[src/rtl/bp_be_pkg.sv]
// rtl/bp_be_pkg.sv - shared BE types for the context-switch sequencer
package bp_be_pkg;

    localparam int bp_be_vaddr_width_gp = 64;
    localparam int bp_be_asid_width_gp  = 16;

    typedef enum logic [2:0] {
        e_idle,
        e_drain,
        e_save,
        e_restore,
        e_redirect,
        e_done
    } bp_be_ctxsw_state_e;

    typedef struct packed {
        logic [bp_be_vaddr_width_gp-1:0] npc;
        logic [1:0]                      priv;
        logic                            tran_en;
        logic [bp_be_asid_width_gp-1:0]  asid;
    } bp_be_thread_ctx_s;

endpackage

[src/rtl/bp_be_context_switch_ctrl.sv]
// rtl/bp_be_context_switch_ctrl.sv - drain/save/restore/redirect sequencer for hardware thread switches
module bp_be_context_switch_ctrl
    import bp_be_pkg::*;
#(
    parameter  int num_threads_p = 4,
    parameter  int vaddr_width_p = bp_be_vaddr_width_gp,
    parameter  int asid_width_p  = bp_be_asid_width_gp,
    localparam int tid_width_lp  = $clog2(num_threads_p) + 1
) (
    input  logic                     clk_i,
    input  logic                     reset_i,

    input  logic                     switch_v_i,
    input  logic [tid_width_lp-1:0]  switch_tid_i,
    output logic                     switch_ready_o,
    output logic                     switch_error_o,
    output logic                     switch_done_o,
    output logic                     hold_o,

    input  logic                     pipe_empty_i,
    input  logic [vaddr_width_p-1:0] live_npc_i,
    input  logic [1:0]               live_priv_i,
    input  logic                     live_tran_en_i,
    input  logic [asid_width_p-1:0]  live_asid_i,

    output logic                     save_v_o,
    output logic [tid_width_lp-1:0]  save_tid_o,
    output logic [vaddr_width_p-1:0] save_npc_o,
    output logic [1:0]               save_priv_o,
    output logic                     save_tran_en_o,
    output logic [asid_width_p-1:0]  save_asid_o,

    output logic [tid_width_lp-1:0]  current_thread_id_o,

    input  logic [vaddr_width_p-1:0] ctx_npc_i,
    input  logic [1:0]               ctx_priv_i,
    input  logic                     ctx_tran_en_i,
    input  logic [asid_width_p-1:0]  ctx_asid_i,

    output logic                     redirect_v_o,
    output logic [vaddr_width_p-1:0] redirect_npc_o,
    output logic [1:0]               redirect_priv_o,
    output logic                     redirect_tran_en_o,
    output logic [asid_width_p-1:0]  redirect_asid_o,
    input  logic                     redirect_yumi_i,

    output logic [15:0]              switch_count_o
);

    localparam logic [tid_width_lp-1:0] num_threads_tid_lp = tid_width_lp'(num_threads_p);

    bp_be_ctxsw_state_e        state_q, state_d;
    logic [tid_width_lp-1:0]   cur_tid_q, target_q;
    logic                      error_q;
    logic [15:0]               count_q;
    bp_be_thread_ctx_s         redirect_q;
    bp_be_thread_ctx_s         live_ctx, store_ctx;

    logic accept, tid_bad, tid_same;

    assign live_ctx  = '{npc: live_npc_i, priv: live_priv_i, tran_en: live_tran_en_i, asid: live_asid_i};
    assign store_ctx = '{npc: ctx_npc_i, priv: ctx_priv_i, tran_en: ctx_tran_en_i, asid: ctx_asid_i};

    assign accept   = (state_q == e_idle) && switch_v_i;
    assign tid_bad  = switch_tid_i >= num_threads_tid_lp;
    assign tid_same = switch_tid_i == cur_tid_q;

    always_ff @(posedge clk_i) begin
        if (reset_i) begin
            state_q    <= e_idle;
            cur_tid_q  <= '0;
            target_q   <= '0;
            error_q    <= 1'b0;
            count_q    <= '0;
            redirect_q <= '0;
        end else begin
            state_q <= state_d;
            error_q <= accept && tid_bad;
            if (accept && !tid_bad) begin
                target_q <= switch_tid_i;
            end
            // Thread ID flips only on the edge that ends SAVE, so the store never
            // sees a save strobe and an index change in the same cycle.
            if (state_q == e_save) begin
                cur_tid_q <= target_q;
            end
            if (state_q == e_restore) begin
                redirect_q <= store_ctx;
            end
            // Counted on the edge into DONE so the done pulse already shows the new total.
            if ((state_q == e_redirect) && redirect_yumi_i && (count_q != 16'hFFFF)) begin
                count_q <= count_q + 16'd1;
            end
        end
    end

    always_comb begin
        state_d = state_q;
        case (state_q)
            e_idle: begin
                if (switch_v_i && !tid_bad) begin
                    state_d = tid_same ? e_done : e_drain;
                end
            end
            e_drain:    if (pipe_empty_i) state_d = e_save;
            e_save:     state_d = e_restore;
            e_restore:  state_d = e_redirect;
            e_redirect: if (redirect_yumi_i) state_d = e_done;
            e_done:     state_d = e_idle;
            default:    state_d = e_idle;
        endcase
    end

    always_comb begin
        switch_ready_o = (state_q == e_idle);
        hold_o         = (state_q == e_drain) || (state_q == e_save)
                      || (state_q == e_restore) || (state_q == e_redirect);
        save_v_o       = (state_q == e_save);
        redirect_v_o   = (state_q == e_redirect);
        switch_done_o  = (state_q == e_done);
    end

    assign switch_error_o      = error_q;
    assign current_thread_id_o = cur_tid_q;
    assign switch_count_o      = count_q;

    assign save_tid_o          = cur_tid_q;
    assign save_npc_o          = live_ctx.npc;
    assign save_priv_o         = live_ctx.priv;
    assign save_tran_en_o      = live_ctx.tran_en;
    assign save_asid_o         = live_ctx.asid;

    assign redirect_npc_o      = redirect_q.npc;
    assign redirect_priv_o     = redirect_q.priv;
    assign redirect_tran_en_o  = redirect_q.tran_en;
    assign redirect_asid_o     = redirect_q.asid;

endmodule

[config.mk]
export PLATFORM = sky130hd
export DESIGN_NAME = bp_be_context_switch_ctrl
export DESIGN_NICKNAME = d
export VERILOG_FILES = /design/src/rtl/bp_be_pkg.sv /design/src/rtl/bp_be_context_switch_ctrl.sv
export SDC_FILE = /design/constraint.sdc
export NUM_CORES = 1
export LEC_CHECK = 0
export ABC_AREA = 1
export CORE_AREA = 2 2 142 144
export CTS_CLUSTER_SIZE = 28
export DETAILED_ROUTE_END_ITERATION = 8
export DIE_AREA = 0 0 144 146
export HOLD_SLACK_MARGIN = 0.02
export PLACE_DENSITY = 0.59
export SYNTH_ARGS = -nofsm -noshare
export SYNTH_HDL_FRONTEND = slang
export SYNTH_SLANG_ARGS = --single-unit
[constraint.sdc]
create_clock -name clk_i -period 2.4 [get_ports clk_i]
set_clock_uncertainty 0.2 [all_clocks]
set_input_delay 0.24 -clock clk_i [delete_from_list [all_inputs] [get_ports clk_i]]
set_output_delay 0.24 -clock clk_i [all_outputs]
set_load 0.02 [all_outputs]
## Yosys cells after proc, flatten, opt, wreduce, memory -nomap -nowiden

Cells that the tools add are included.

| storage, ports and cells | value |
|---|---|
| word-level logic and storage cells | 38 |
| register bits | 109 |
| output and inout port bits | 194 |

| cells by class | value |
|---|---|
| $add $sub $neg | 1 |
| multiplexer cells | 5 |
| reductions and logical operators | 12 |
| equality and inequality tests | 10 |
| magnitude comparators | 1 |

Operators by type and width:

| kind | number |
|---|---|
| $add 16x1->16 const B | 1 |
| $ne 16x16->1 const B | 1 |
| $pmux 3 s5 | 1 |
| $mux 3 | 4 |
| $eq 3x2->1 const B | 2 |
| $eq 3x3->1 const B | 2 |
| $logic_and 1x1->1 | 6 |
| $ne 2x1->1 const B | 2 |
| $eq 3x1->1 const B | 1 |
| $eq 3x3->1 | 1 |
| $ge 3x3->1 const B | 1 |
| $logic_not 3->1 | 1 |
| $logic_or 1x1->1 | 3 |
| $reduce_and 3->1 | 1 |
| $ne 2x2->1 const B | 1 |
| $logic_not 1->1 | 1 |

## Longest topological paths before layout

| logic depth | value |
|---|---|
| word-level depth | 5 |
| gate-level depth with buffers | 9 |

## Worst setup path after synthesis

No wires, ideal clock.

| path | value |
|---|---|
| path type | register -> output |
| from | register state_q[1] |
| to | output port hold_o |
| data required time | 1.960 ns |
| stages on the path, launching flop included | 7 |
| setup slack | 0.435 ns |
| path buffers | 0 |
| arrival | 1.525 ns |
| cells stage by stage | dfxtp_1 > inv_1 > nor3_1 > inv_1 > nand2_1 > inv_1 > nand2_1 |

| on the way | value |
|---|---|
| word-level cells in the longest chain between the ends | 4 |
| elaborated cells between the ends (all ways) | 7 |

RTL lines:

| item | line | RTL |
|---|---|---|
| start: declaration | bp_be_context_switch_ctrl.sv:52 | `bp_be_ctxsw_state_e state_q, state_d;` |
| start signal: assignment | bp_be_context_switch_ctrl.sv:70 | `state_q <= e_idle;` |
| start signal: assignment | bp_be_context_switch_ctrl.sv:77 | `state_q <= state_d;` |
| $eq 3x2->1 | - |  |
| net save_v_o | bp_be_context_switch_ctrl.sv:26 | `output logic save_v_o,` |
| $logic_or 1x1->1 | bp_be_context_switch_ctrl.sv:116 | `hold_o = (state_q == e_drain) \|\| (state_q == e_save)` |
| $logic_or 1x1->1 (2 in a row) | bp_be_context_switch_ctrl.sv:117 | `\|\| (state_q == e_restore) \|\| (state_q == e_redirect);` |
| end: declaration | bp_be_context_switch_ctrl.sv:18 | `output logic hold_o,` |

The timed path passes the listed nets, and every way through them passes these cells.

## Worst setup path in the final report

| path | value |
|---|---|
| from | register state_q[1] |
| to | output port switch_ready_o |

| on the way | value |
|---|---|
| word-level cells in the longest chain between the ends | 1 |

RTL lines:

| item | line | RTL |
|---|---|---|
| $logic_not 3->1 | bp_be_context_switch_ctrl.sv:115 | `switch_ready_o = (state_q == e_idle);` |
| end: declaration | bp_be_context_switch_ctrl.sv:15 | `output logic switch_ready_o,` |

Every way passes these cells.

==> parameters.txt <==
Parameter                              Value

Run status
  Outcome    completed

Critical path
  Largest stage delay, worst path    ~0.68 ns
  Critical Path Start Type    flop
  Maximum fanout along the worst path    5
  Data arrival time at the worst-slack endpoint    approximately 1.8 ns
  Combined buffer and inverter count along the critical path    2
  Worst r2r src    switch_count_o[0]
  Endpoint kind of the worst setup timing path    output port
  Worst path cell trace    inv_1 -> nand2_1 -> nor2_1 -> clkdlybuf4s50_1
  Cells on worst reg2reg path    8
  Worst setup path class    flop to output port
  Worst reg2reg endpoint    switch_count_o[15]
  Library cell contributing the largest single delay on the critical path    clkdlybuf4s50_1
  Critical Path RT    1.96 ns
  Reg-to-reg setup timing slack    around 0.50 ns
  Family with the most delay on the worst path    buffers and inverters

Synth
  Syn. warnings    0
  Share of async-settable or async-resettable flops after synthesis    0%
  Multiplexer area fraction after synthesis    0%
  Main combinational cell family by area after synthesis    simple AND/OR/NAND/NOR gates
  Number of flops mapped to enable cells by yosys    0
  Distinct cell type count of the synthesized netlist    23
  Post-synthesis xor/xnor area fraction    1.63%
  Total of flip-flops plus latches after synthesis    109
  Synth Cell Area    0.00485 mm2
  Adder-cell share of the synthesized area    less than 1%
  Most instantiated flip-flop cell in the synthesis netlist    dfxtp_1
  Post-synthesis compound-gate area fraction    around 11%
  Net count of the mapped netlist    837
  Gate Count Post-Synth    662
  Post-synthesis simple-gate area fraction    24.3%
  Sequential cell area fraction in the yosys report    between 40% and 50%
  Average cell area after synthesis    roughly 7.3 um2

Route
  Per-cell routed wire length    14.1 um
  Final ANT Viol Nets    0
  DRC violation total after the first TritonRoute iteration    137
  Vias after detailed routing    4428
  Total wire length    between 10000 and 15000 um
  Iteration count of the initial detailed-routing pass    4
  Detailed-route DRC error count    0
  Average vias per placed instance    4.25

Timing
  Least setup slack across all paths after layout    0.119 ns
  Hold violation count in the final report    0
  Unrepaired setup endpoints after global routing    no
  Slew at the pin closest to its max-slew limit    0.537 ns
  Final worst-path cycle share    95.0%
  Maximum operating frequency    roughly 440 MHz
  Relative slew slack    64.2%
  Pins Over Slew Limit    0
  Final Setup Violations    0
  TNS Setup    0 ns
  Min Clock Period, post-route    2.28 ns

Cells and area
  Commonest non-fill, non-tap cells in the layout    nor2_1 (205), clkdlybuf4s50_1 (199), dfxtp_1 (109), o21ai_0 (89), nand2_1 (64)
  Number of nets in the layout    between 900 and 1000
  Seq. cell area    0.00218 mm2
  Layout Area Growth over Synthesis    41.4%
  Area of the multi-input gates    0.00180 mm2
  Final cell area excluding filler cells    about 0.0069 mm2
  Fill cell count    around 2000
  Most frequent standard cell in the layout excluding fill and tap cells    nor2_1
  Fraction of final layout cells sized beyond drive strength 1    4.63%

Floorplan
  Effective utilization at floorplan    25.1%
  Chip height    146 um
  Number of ports placed on the die boundary    368
  Horiz. Die Dim    144 um
  Number of core rows    51
  Floorplan die area    0.0210 mm2
  Standard cell core area    0.0193 mm2

Global route
  Overall routing resource usage    14.1%
  Global-route congestion overflow total    0
  Antenna violations before repair    1
  Global-route wire length before repair    23300 um
  Maximum number of pins on one net before global-route repair    60
  Vias in the first global route    4378

Power and ir drop
  Maximum ir drop on the vdd rail    0.000322 V
  Leakage power of the design    2.76 nW
  Power per unit of standard cell area    roughly 570 mW/mm2

Worst hold path
  Type of the worst min-delay path    flop to flop
  Hold-critical path depth    2
  Worst hold path startpoint    target_q[2]
  Destination of the worst hold path    target_q[2]

Clock tree
  Clock-pin slew on the worst setup and hold paths    0.07 ns
  CTS Root Cell    clkbuf_16
  Clock insertion delay at the later pin of the skew report    0.35 ns
  Hold-fix buffers at CTS    0
  Buffers inserted during post-CTS setup optimization    0
  Sink count of the clock tree    109
  H-tree depth    3
  Total CTS buffers    9
  Maximum clock insertion buffer count    2
  CTS tree    done

Placement
  Dpl cell area    about 0.0066 mm2
  Detailed-placement wirelength estimate    between 10000 and 15000 um
  Routability congestion estimate    between 0.7 and 0.8
  Worst Setup Slack post-DPL    0.325 ns
  Number of input and output port buffers inserted    201

Run
  Maximum capacitance violations    0
==> cell usage after synthesis, types with 4 or more instances <==
| cell | number | share of area, % |
|---|---|---|
| nor3_1 | 4 | 0.41 |
| dfxtp_1 | 109 | 45 |
| nand3_1 | 11 | 1.1 |
| buf_2 | 8 | 0.83 |
| buf_4 | 87 | 13 |
| clkbuf_1 | 21 | 1.6 |
| xor2_1 | 4 | 0.72 |
| xnor2_1 | 5 | 0.90 |
| inv_1 | 23 | 1.8 |
| nor2_1 | 205 | 16 |
| o21ai_0 | 89 | 9.2 |
| nand2_1 | 64 | 5.0 |
| a21oi_1 | 15 | 1.5 |
| nand4_1 | 8 | 1.0 |
==> report_power, final <==
part	leakage, nW	switching (mW)	internal [mW]	total [mW]
combinational	1.74	0.260	0.282	0.542
sequential	0.879	0.0351	1.86	1.89
clock	0.137	0.745	0.729	1.47
==> cells by family (layout without fill, tap and decap cells) <==
| logic type | Yosys count | count (layout) |
|---|---|---|
| AND/OR/NAND/NOR | 297 | 297 |
| buffers and inverters | 141 | 256 |
| other | 0 | 1 |
| flip-flops | 109 | 109 |
| XOR/XNOR | 9 | 9 |
| AO/OA/AOI/OAI | 105 | 105 |
| adder cells (fa/ha/maj) | 1 | 1 |
==> worst max path at each step <==
stage,from,to,slack [ns],cells after the start
3_3_place_gp,state_q[1],hold_o,0.35,7
2_1_floorplan,state_q[1],hold_o,0.44,6
5_1_grt,state_q[1],switch_ready_o,0.02,4
6_report,state_q[1],switch_ready_o,0.12,4
4_1_cts,state_q[1],switch_ready_o,0.07,4
3_5_place_dp,state_q[1],hold_o,0.32,7
==> registers in the layout, summed over array words and instances, names as in the netlist <==
signal and flops:
redirect_priv_o 2, target_q 3, switch_error_o 1, state_q 3
redirect_npc_o 64, redirect_tran_en_o 1, switch_count_o 16, redirect_asid_o 16
current_thread_id_o 3
==> metal layers <==
metal  wire, um  track usage (%)  vias up  share of wire, %
li1           -                -     2227                 -
met1       6010             16.1     1971                41
met2       6410             21.3      178                44
met3       1620             7.17       52                11
met4        687             8.04        0               4.7
met5          0                0        -                 0
==> what timing repair did <==
item	CTS	global route
resized for setup	1	1
endpoints found under the setup margin	1	1
hold endpoints to repair	0	0
==> final cells by class <==
class / count / area share [%]
well taps: 265 / 4.83
clock buffers: 10 / 3.34
diodes: 1 / 0.0365
multi-input cells: 412 / 26.2
repair buffers: 217 / 31.7
inverters: 23 / 1.26
clock inverters: 6 / 0.821
flip-flops and latches: 109 / 31.8
==> worst reg2reg max path, stage by stage (launching register included) <==
cell and delay, ns:
dfxtp_1 0.46, ha_1 0.25, nand2_1 0.07, nor2_1 0.19, nand2_1 0.13, nor2_1 0.20, nor2_4 0.12, a21oi_1 0.14
nor2_1 0.06
==> metrics by stage <==
step                utilization [%]  hold slack (ns)  power, mW  cells
finish                         35.5            0.256       3.91   1043
global route                   35.5            0.259       4.10   1042
CTS                            35.4            0.240       3.98   1042
detailed placement             34.0            0.239       2.49   1026
global placement               34.0            0.239       2.49   1026
floorplan                         -            0.175       2.36    662
No activity file was read; power rests on OpenSTA's default activity.
